## src/rtl/cu_fdxw_seq.sv

```systemverilog
// Instruction-cycle sequencer: fetch -> decode -> execute/memory -> writeback with
// per-unit chip-select/ready handshakes, halt detection, ready timeout and retire counter.
module cu_fdxw_seq #(
  parameter int WAIT_MAX = 16,
  parameter int CNT_W    = 16
) (
  input  logic             clk,
  input  logic             reset,
  input  logic             start,
  input  logic             ready_fcu,
  input  logic             ready_dec,
  input  logic             ready_alu,
  input  logic             ready_mem,
  input  logic             dec_halt,
  input  logic             dec_mem,
  input  logic             dec_wb,
  output logic             cs_fcu,
  output logic             sel_fcu,
  output logic             cs_dec,
  output logic             cs_alu,
  output logic             cs_mem,
  output logic             wb_en,
  output logic             pc_inc,
  output logic             busy,
  output logic             halted,
  output logic             err,
  output logic [3:0]       state_dbg,
  output logic [CNT_W-1:0] instr_cnt
);

  typedef enum logic [3:0] {
    IDLE   = 4'd0,
    F_REQ  = 4'd1,
    F_WAIT = 4'd2,
    D_REQ  = 4'd3,
    D_WAIT = 4'd4,
    X_REQ  = 4'd5,
    X_WAIT = 4'd6,
    M_REQ  = 4'd7,
    M_WAIT = 4'd8,
    WB     = 4'd9,
    HALT   = 4'd10,
    ERR    = 4'd11
  } state_t;

  localparam int TW = (WAIT_MAX > 2) ? $clog2(WAIT_MAX) : 1;
  localparam logic [TW-1:0] TMO_LAST = TW'((WAIT_MAX == 0) ? 0 : WAIT_MAX - 1);

  state_t           state_reg, state_next;
  logic [TW-1:0]    tmo_reg, tmo_next;
  logic             wb_flag_reg, wb_flag_next;
  logic [CNT_W-1:0] instr_cnt_reg, instr_cnt_next;
  logic             expired;

  // The WAIT_MAX-th ready-less WAIT cycle traps; WAIT_MAX = 0 never traps.
  assign expired = (WAIT_MAX != 0) && (tmo_reg == TMO_LAST);

  always_comb begin
    state_next     = state_reg;
    tmo_next       = tmo_reg;
    wb_flag_next   = wb_flag_reg;
    instr_cnt_next = instr_cnt_reg;
    case (state_reg)
      IDLE:   if (start) state_next = F_REQ;
      F_REQ:  begin state_next = F_WAIT; tmo_next = '0; end
      D_REQ:  begin state_next = D_WAIT; tmo_next = '0; end
      X_REQ:  begin state_next = X_WAIT; tmo_next = '0; end
      M_REQ:  begin state_next = M_WAIT; tmo_next = '0; end
      F_WAIT: begin
        if (ready_fcu)    state_next = D_REQ;
        else if (expired) state_next = ERR;
        else              tmo_next   = tmo_reg + 1'b1;
      end
      D_WAIT: begin
        if (ready_dec) begin
          wb_flag_next = dec_wb;
          if (dec_halt)     state_next = HALT;
          else if (dec_mem) state_next = M_REQ;
          else              state_next = X_REQ;
        end
        else if (expired) state_next = ERR;
        else              tmo_next   = tmo_reg + 1'b1;
      end
      X_WAIT: begin
        if (ready_alu)    state_next = WB;
        else if (expired) state_next = ERR;
        else              tmo_next   = tmo_reg + 1'b1;
      end
      M_WAIT: begin
        if (ready_mem)    state_next = WB;
        else if (expired) state_next = ERR;
        else              tmo_next   = tmo_reg + 1'b1;
      end
      WB: begin
        state_next     = F_REQ;
        instr_cnt_next = instr_cnt_reg + CNT_W'(1);
      end
      HALT:    state_next = HALT;
      ERR:     state_next = ERR;
      default: state_next = ERR;
    endcase
  end

  // Strobes are registered from the next state so they stay a pure function of state_reg.
  always_ff @(posedge clk or negedge reset) begin
    if (!reset) begin
      state_reg     <= IDLE;
      tmo_reg       <= '0;
      wb_flag_reg   <= 1'b0;
      instr_cnt_reg <= '0;
      cs_fcu        <= 1'b0;
      sel_fcu       <= 1'b0;
      cs_dec        <= 1'b0;
      cs_alu        <= 1'b0;
      cs_mem        <= 1'b0;
      wb_en         <= 1'b0;
      pc_inc        <= 1'b0;
      busy          <= 1'b0;
      halted        <= 1'b0;
      err           <= 1'b0;
    end
    else begin
      state_reg     <= state_next;
      tmo_reg       <= tmo_next;
      wb_flag_reg   <= wb_flag_next;
      instr_cnt_reg <= instr_cnt_next;
      cs_fcu        <= (state_next == F_REQ);
      sel_fcu       <= (state_next == F_REQ) || (state_next == F_WAIT);
      cs_dec        <= (state_next == D_REQ);
      cs_alu        <= (state_next == X_REQ);
      cs_mem        <= (state_next == M_REQ);
      wb_en         <= (state_next == WB) && wb_flag_next;
      pc_inc        <= (state_next == WB);
      busy          <= (state_next >= F_REQ) && (state_next <= WB);
      halted        <= (state_next == HALT);
      err           <= (state_next == ERR);
    end
  end

  assign state_dbg = state_reg;
  assign instr_cnt = instr_cnt_reg;

endmodule

```

## config.mk

```make
export PLATFORM = sky130hd
export DESIGN_NAME = cu_fdxw_seq
export DESIGN_NICKNAME = d
export VERILOG_FILES = /design/src/rtl/cu_fdxw_seq.sv
export SDC_FILE = /design/constraint.sdc
export NUM_CORES = 1
export LEC_CHECK = 0
export BUFFER_PORTS_ARGS = -buffer_cell sky130_fd_sc_hd__buf_4
export CORE_AREA = 2 2 62 64
export DETAILED_ROUTE_END_ITERATION = 12
export DIE_AREA = 0 0 64 66
export PLACE_DENSITY = 0.8
export SLEW_MARGIN = 20
export SYNTH_ARGS = -nofsm -noshare
export SYNTH_HDL_FRONTEND = slang
export SYNTH_SLANG_ARGS = --single-unit
```

## constraint.sdc

```tcl
create_clock -name clk -period 2.43 [get_ports clk]
set_input_delay 0.729 -clock clk [delete_from_list [all_inputs] [get_ports clk]]
set_output_delay 0.729 -clock clk [all_outputs]
set_load 0.01 [all_outputs]
```

After elaboration in Yosys (flattened, before gate mapping)
Index checks and enable logic that the tools add are counted.
Word-level totals
  output and inout port bits: 30
  input bits: 10
  bits in registers: 35
  word-level logic and storage cells: 65
Operators by class
  $lt $le $gt $ge: 2
  $add $sub $neg: 2
  reductions and logical operators: 7
  equal/unequal tests: 23
  multiplexer cells: 17
Operator list (count)
  $mux 4: 12
  $pmux 4 s11: 1
  $eq 4x4->1 const B: 7
  $eq 4x3->1 const B: 6
  $pmux 4 s5: 1
  $add 16x1->16 const B: 1
  $eq 4x2->1 const B: 4
  $eq 4x1->1 const B: 2
  $ne 2x2->1 const B: 4
  $reduce_and 5->1: 1
  $reduce_bool 5->1: 1
  $add 4x1->4 const B: 1
  $ge 4x1->1 const B: 1
  $le 4x4->1 const B: 1
  $logic_not 4->1: 1
  $reduce_or 4->1: 1
  $logic_and 1x1->1: 2
  $mux 1: 2
  $mux 2: 1
  $logic_or 1x1->1: 1

Longest topological paths before layout
  depth in word-level cells: 6
  gate-level depth with buffers: 7

Worst setup path after synthesis
Ideal clock, no wire load.
  kind: input-to-reg
  start: in dec_halt
  end: reg busy
  arrival time: 1.752 ns
  setup slack: 0.554 ns
  buffers on the path: 0
  stages: 4
  path through: or3b_1 -> o311ai_1 -> o2111ai_2 -> o31a_1
Between the ends
  word-level cells in the longest chain between the ends: 5
Ends and longest elaborated chain
  start: declaration: RTL line 14  | input logic dec_halt,
  $mux 4 (*): RTL line 77  | if (dec_halt) state_next = HALT;
  $mux 4 (*): RTL line 75  | if (ready_dec) begin
  $pmux 4 s11 (*): RTL line 63  | case (state_reg)
  named net state_next[1]: RTL line 49  | state_t state_reg, state_next;
  $ge 4x1->1 or $le 4x4->1 (tied branches): RTL line 134  | busy <= (state_next >= F_REQ) && (state_next <= WB);
  $logic_and 1x1->1 (*): RTL line 134
  end signal: assignment: RTL line 134
  end: declaration: RTL line 24  | output logic busy,
Mark *: on every way through the listed nets, which the timed path passes. The rest lies on a longest branch.
A chain may end at the register's enable or synchronous reset.

Worst setup path after layout
  start: reg state_reg[1] (netlist: state_dbg[1])
  end: reg instr_cnt_reg[13] (netlist: instr_cnt[13])
Between the ends
  word-level cells in the longest chain between the ends: 1
Ends and longest elaborated chain
  start: declaration: RTL line 49
  start signal: assignment: RTL line 123  | state_reg <= state_next;
  $eq 4x4->1: RTL line 63
  end signal: assignment: RTL line 126  | instr_cnt_reg <= instr_cnt_next;
  end: declaration: RTL line 52  | logic [CNT_W-1:0] instr_cnt_reg, instr_cnt_next;
Every way passes these cells.

==> impl_results.md <==
- Ys Warns: 0
- Fill count: 303
- FF+latch area: 876 um2
- Number of synthesized flops with an enable pin: 0
- Number of flip-flops in the largest register: 16
- Leakage: 0.00104 uW
- Register-to-Register Path Depth: 6
- Pwr Density: 436 nW/um2
- Compound-Gate Fraction of Synth Area: 0.118
- Setup TNS: 0 ns
- Post-Synth Adder-Cell Area: 0.0138
- Synth Register Bits: 35
- Die Y: 66 um
- Final Setup Violations: 0
- Clock root cell: clkbuf_4
- Most used DFF post-synth: dfrtp_1
- Critical Path Start Type: flip-flop
- Gr ovfl total: 0
- Crit. End Element: flip-flop
- Final hold viol count: 0
- Post-Place Cells: 262
- CTS buffer count: 5
- Post-DP Area: 2170 um2
- Share of cells above drive strength 1: 0.275
- R2r setup slk: 0.20 ns
- Synth area leader: dfrtp_1
- Iteration-0 DRC Markers: 119
- Initial antenna violation count: 0
- Status: finished clean
- CTS clk-pin slew, worst paths: 0.11 ns
- P_sw: 230 uW
- Internal: 747 uW
- Async set-reset flop share out of synthesis: 1.00
- Clock tree buffer depth: 2
- Clock group share of total power: 0.350
- Max VDD drop: 0.203 mV
- Syn Nets: 189
- Initial Util: 0.511
- DRC: 0
- Peak Freq: 448 MHz
- Synth Area per Inst: 10.3 um2
- Synth area leaders: dfrtp_1 48%, xnor2_1 4.3%, xor2_1 3.4%
- Switch share: 0.236
- Rel. slew slack: 0.691
- Worst-Skew Late Latency: 0.34 ns
- Final cell count without fillers: 270
- # diodes: 0
- Max-Cap Viols: 0
- Critical R2R Launch: state_dbg[1]$_DFF_PN0_
- Sequential-to-total area share from yosys stat: 0.482
- Vias/cell: 5.64
- Area of the multi-input gates: 892 um2
- Largest net degree at the start of global routing: 36
- Routed wire length: 3740 um
- CTS tree: done
- RSZ-0062 raised after global routing: false
- Total Power: 978 uW
- Flop pwr share: 0.601
- RR Endpoint: instr_cnt[13]$_DFFE_PN0P_
- Largest family of logic cells by synthesized area: simple AND/OR/NAND/NOR gates
- Simple-gate share of the synthesized area: 0.258
- Clock Sinks: 35
- Max-slew violation count: 0
- Syn Std Cell Area: 1820 um2
- Post-CTS Hold Buffers: 0
- PortBufs: 39
- Worst Path Required: 2.70 ns
- H-tree Lvls: 2
- Die ar.: 4220 um2
- Slew @ Worst Pin: 0.464 ns
- Fraction of synthesized cell area in xor and xnor cells: 0.0772
- Gr usage total: 0.197
- Period utilisation layout: 0.920
- Chip width: 64 um
- Place WS: 0.246 ns
- Placeable Area: 3550 um2
- Library cells used by synthesis: 47
- DRT antenna net count: 0
- Global-route wire length before repair: 6330 um
- Ports: 40
- Cell count after synthesis: 177
- CP max FO: 14
- Final #Nets: 233
- Setup bufs post-CTS: 0
- Routed WL per cell: 13.9 um
- Mux contribution to synthesized area: 0.0241
- Worst hold path type: primary input to asynchronous set/reset pin
- Post-CTS resize count: 0
- Clk_skew: 0.0127 ns
- RD Place Congestion: 0.851
- Via count: 1524
- Std-Cell Rows: 22
- Crit path DAT: 2.50 ns
- Syn-to-layout area delta: 23.4%
- Design area: 2240 um2
- Drt pass-1 iters: 4
- Post-layout min period: 2.23 ns
- Setup CP Type: flip-flop to flip-flop
- Detailed Place HPWL: 2760 um
- Number of global-route vias before repair: 1409
- Comb power frac: 0.049
- Area share of the largest cell type after synthesis: 0.482
- Final setup margin: 0.196 ns
[cell type report]
type                            count  area share
Tap cell                           48      0.0268
Clock buffer                        6      0.0229
Multi-Input combinational cell    132       0.398
Clock inverter                      2     0.00726
Inverter                            2     0.00335
Timing Repair Buffer               45       0.151
Sequential cell                    35       0.391
[logic make-up after synthesis]
kind of cell,count (synthesis)
buffers and inverters,10
adders and majority gates,2
xor gates and xnor gates,16
AOI/OAI and AO/OA,29
DFF,35
and+or+nand+nor,81
muxes,4
[metal layers]
metal	GRT usage	vias up	share of wire
met5	0	-	0
met3	0.0460	9	0.044
met2	0.332	36	0.51
li1	-	725	-
met1	0.242	754	0.43
met4	0.0870	0	0.023
[how the worst max path moves through the flow]
stage	from	end	cells after the start
2_1_floorplan	dec_halt	busy$_DFF_PN0_	4
5_1_grt	state_dbg[1]$_DFF_PN0_	instr_cnt[13]$_DFFE_PN0P_	6
3_5_place_dp	ready_alu	busy$_DFF_PN0_	7
6_report	state_dbg[1]$_DFF_PN0_	instr_cnt[13]$_DFFE_PN0P_	6
4_1_cts	state_dbg[1]$_DFF_PN0_	instr_cnt[13]$_DFFE_PN0P_	6
3_3_place_gp	ready_alu	busy$_DFF_PN0_	7
[worst max-delay path, stage by stage (launching register included)]
cell and delay (ns):
dfrtp_1 0.56, buf_4 0.26, and4bb_2 0.38, and3_1 0.22, nand4_2 0.21, nor3_1 0.32, xor2_1 0.20
[cell usage in the layout (no fill, tap or decap), drive strengths merged, types with 2 or more instances in the layout]
cell,instances
nor2,10
nand4,6
a211oi,2
nand2b,6
and3,2
clkbuf,6
nor4b,2
o21ai,8
or3b,2
nor2b,7
mux2,3
xor2,7
nand2,16
buf,45
dfrtp,35
xnor2,9
ha,2
or3,4
nand3,7
nor3,7
inv,2
a2bb2oi,2
a21oi,5
nand4b,3
nor3b,2
[per-stage QoR]
step | hold slack, ns | util
4_1_cts | 0.314 | 0.631
5_1_grt | 0.330 | 0.631
2_1_floorplan | 0.433 | -
3_5_place_dp | 0.483 | 0.612
6_report | 0.315 | 0.631
3_3_place_gp | 0.469 | 0.612
[cells in the mapped netlist, types with 3 or more instances]
master     n
or3_1      4
nand3_1    7
a21oi_1    5
nand4_1    5
xor2_1     7
mux2_2     3
nor2_1    10
nand4b_1   3
nand2_1   16
buf_2      5
nor3_1     7
nand2b_1   6
nor2b_1    7
o21ai_0    8
xnor2_1    9
dfrtp_1   35
[power by group through the flow]
stage	clock network, uW	registers, uW	logic [uW]
6_report	342	588	47.9
5_1_grt	382	588	54.2
4_1_cts	354	588	49.3
3_5_place_dp	0	599	49.4
3_3_place_gp	0	599	48.8
2_1_floorplan	0	599	16.1
No activity file was read; power rests on OpenSTA's default activity.
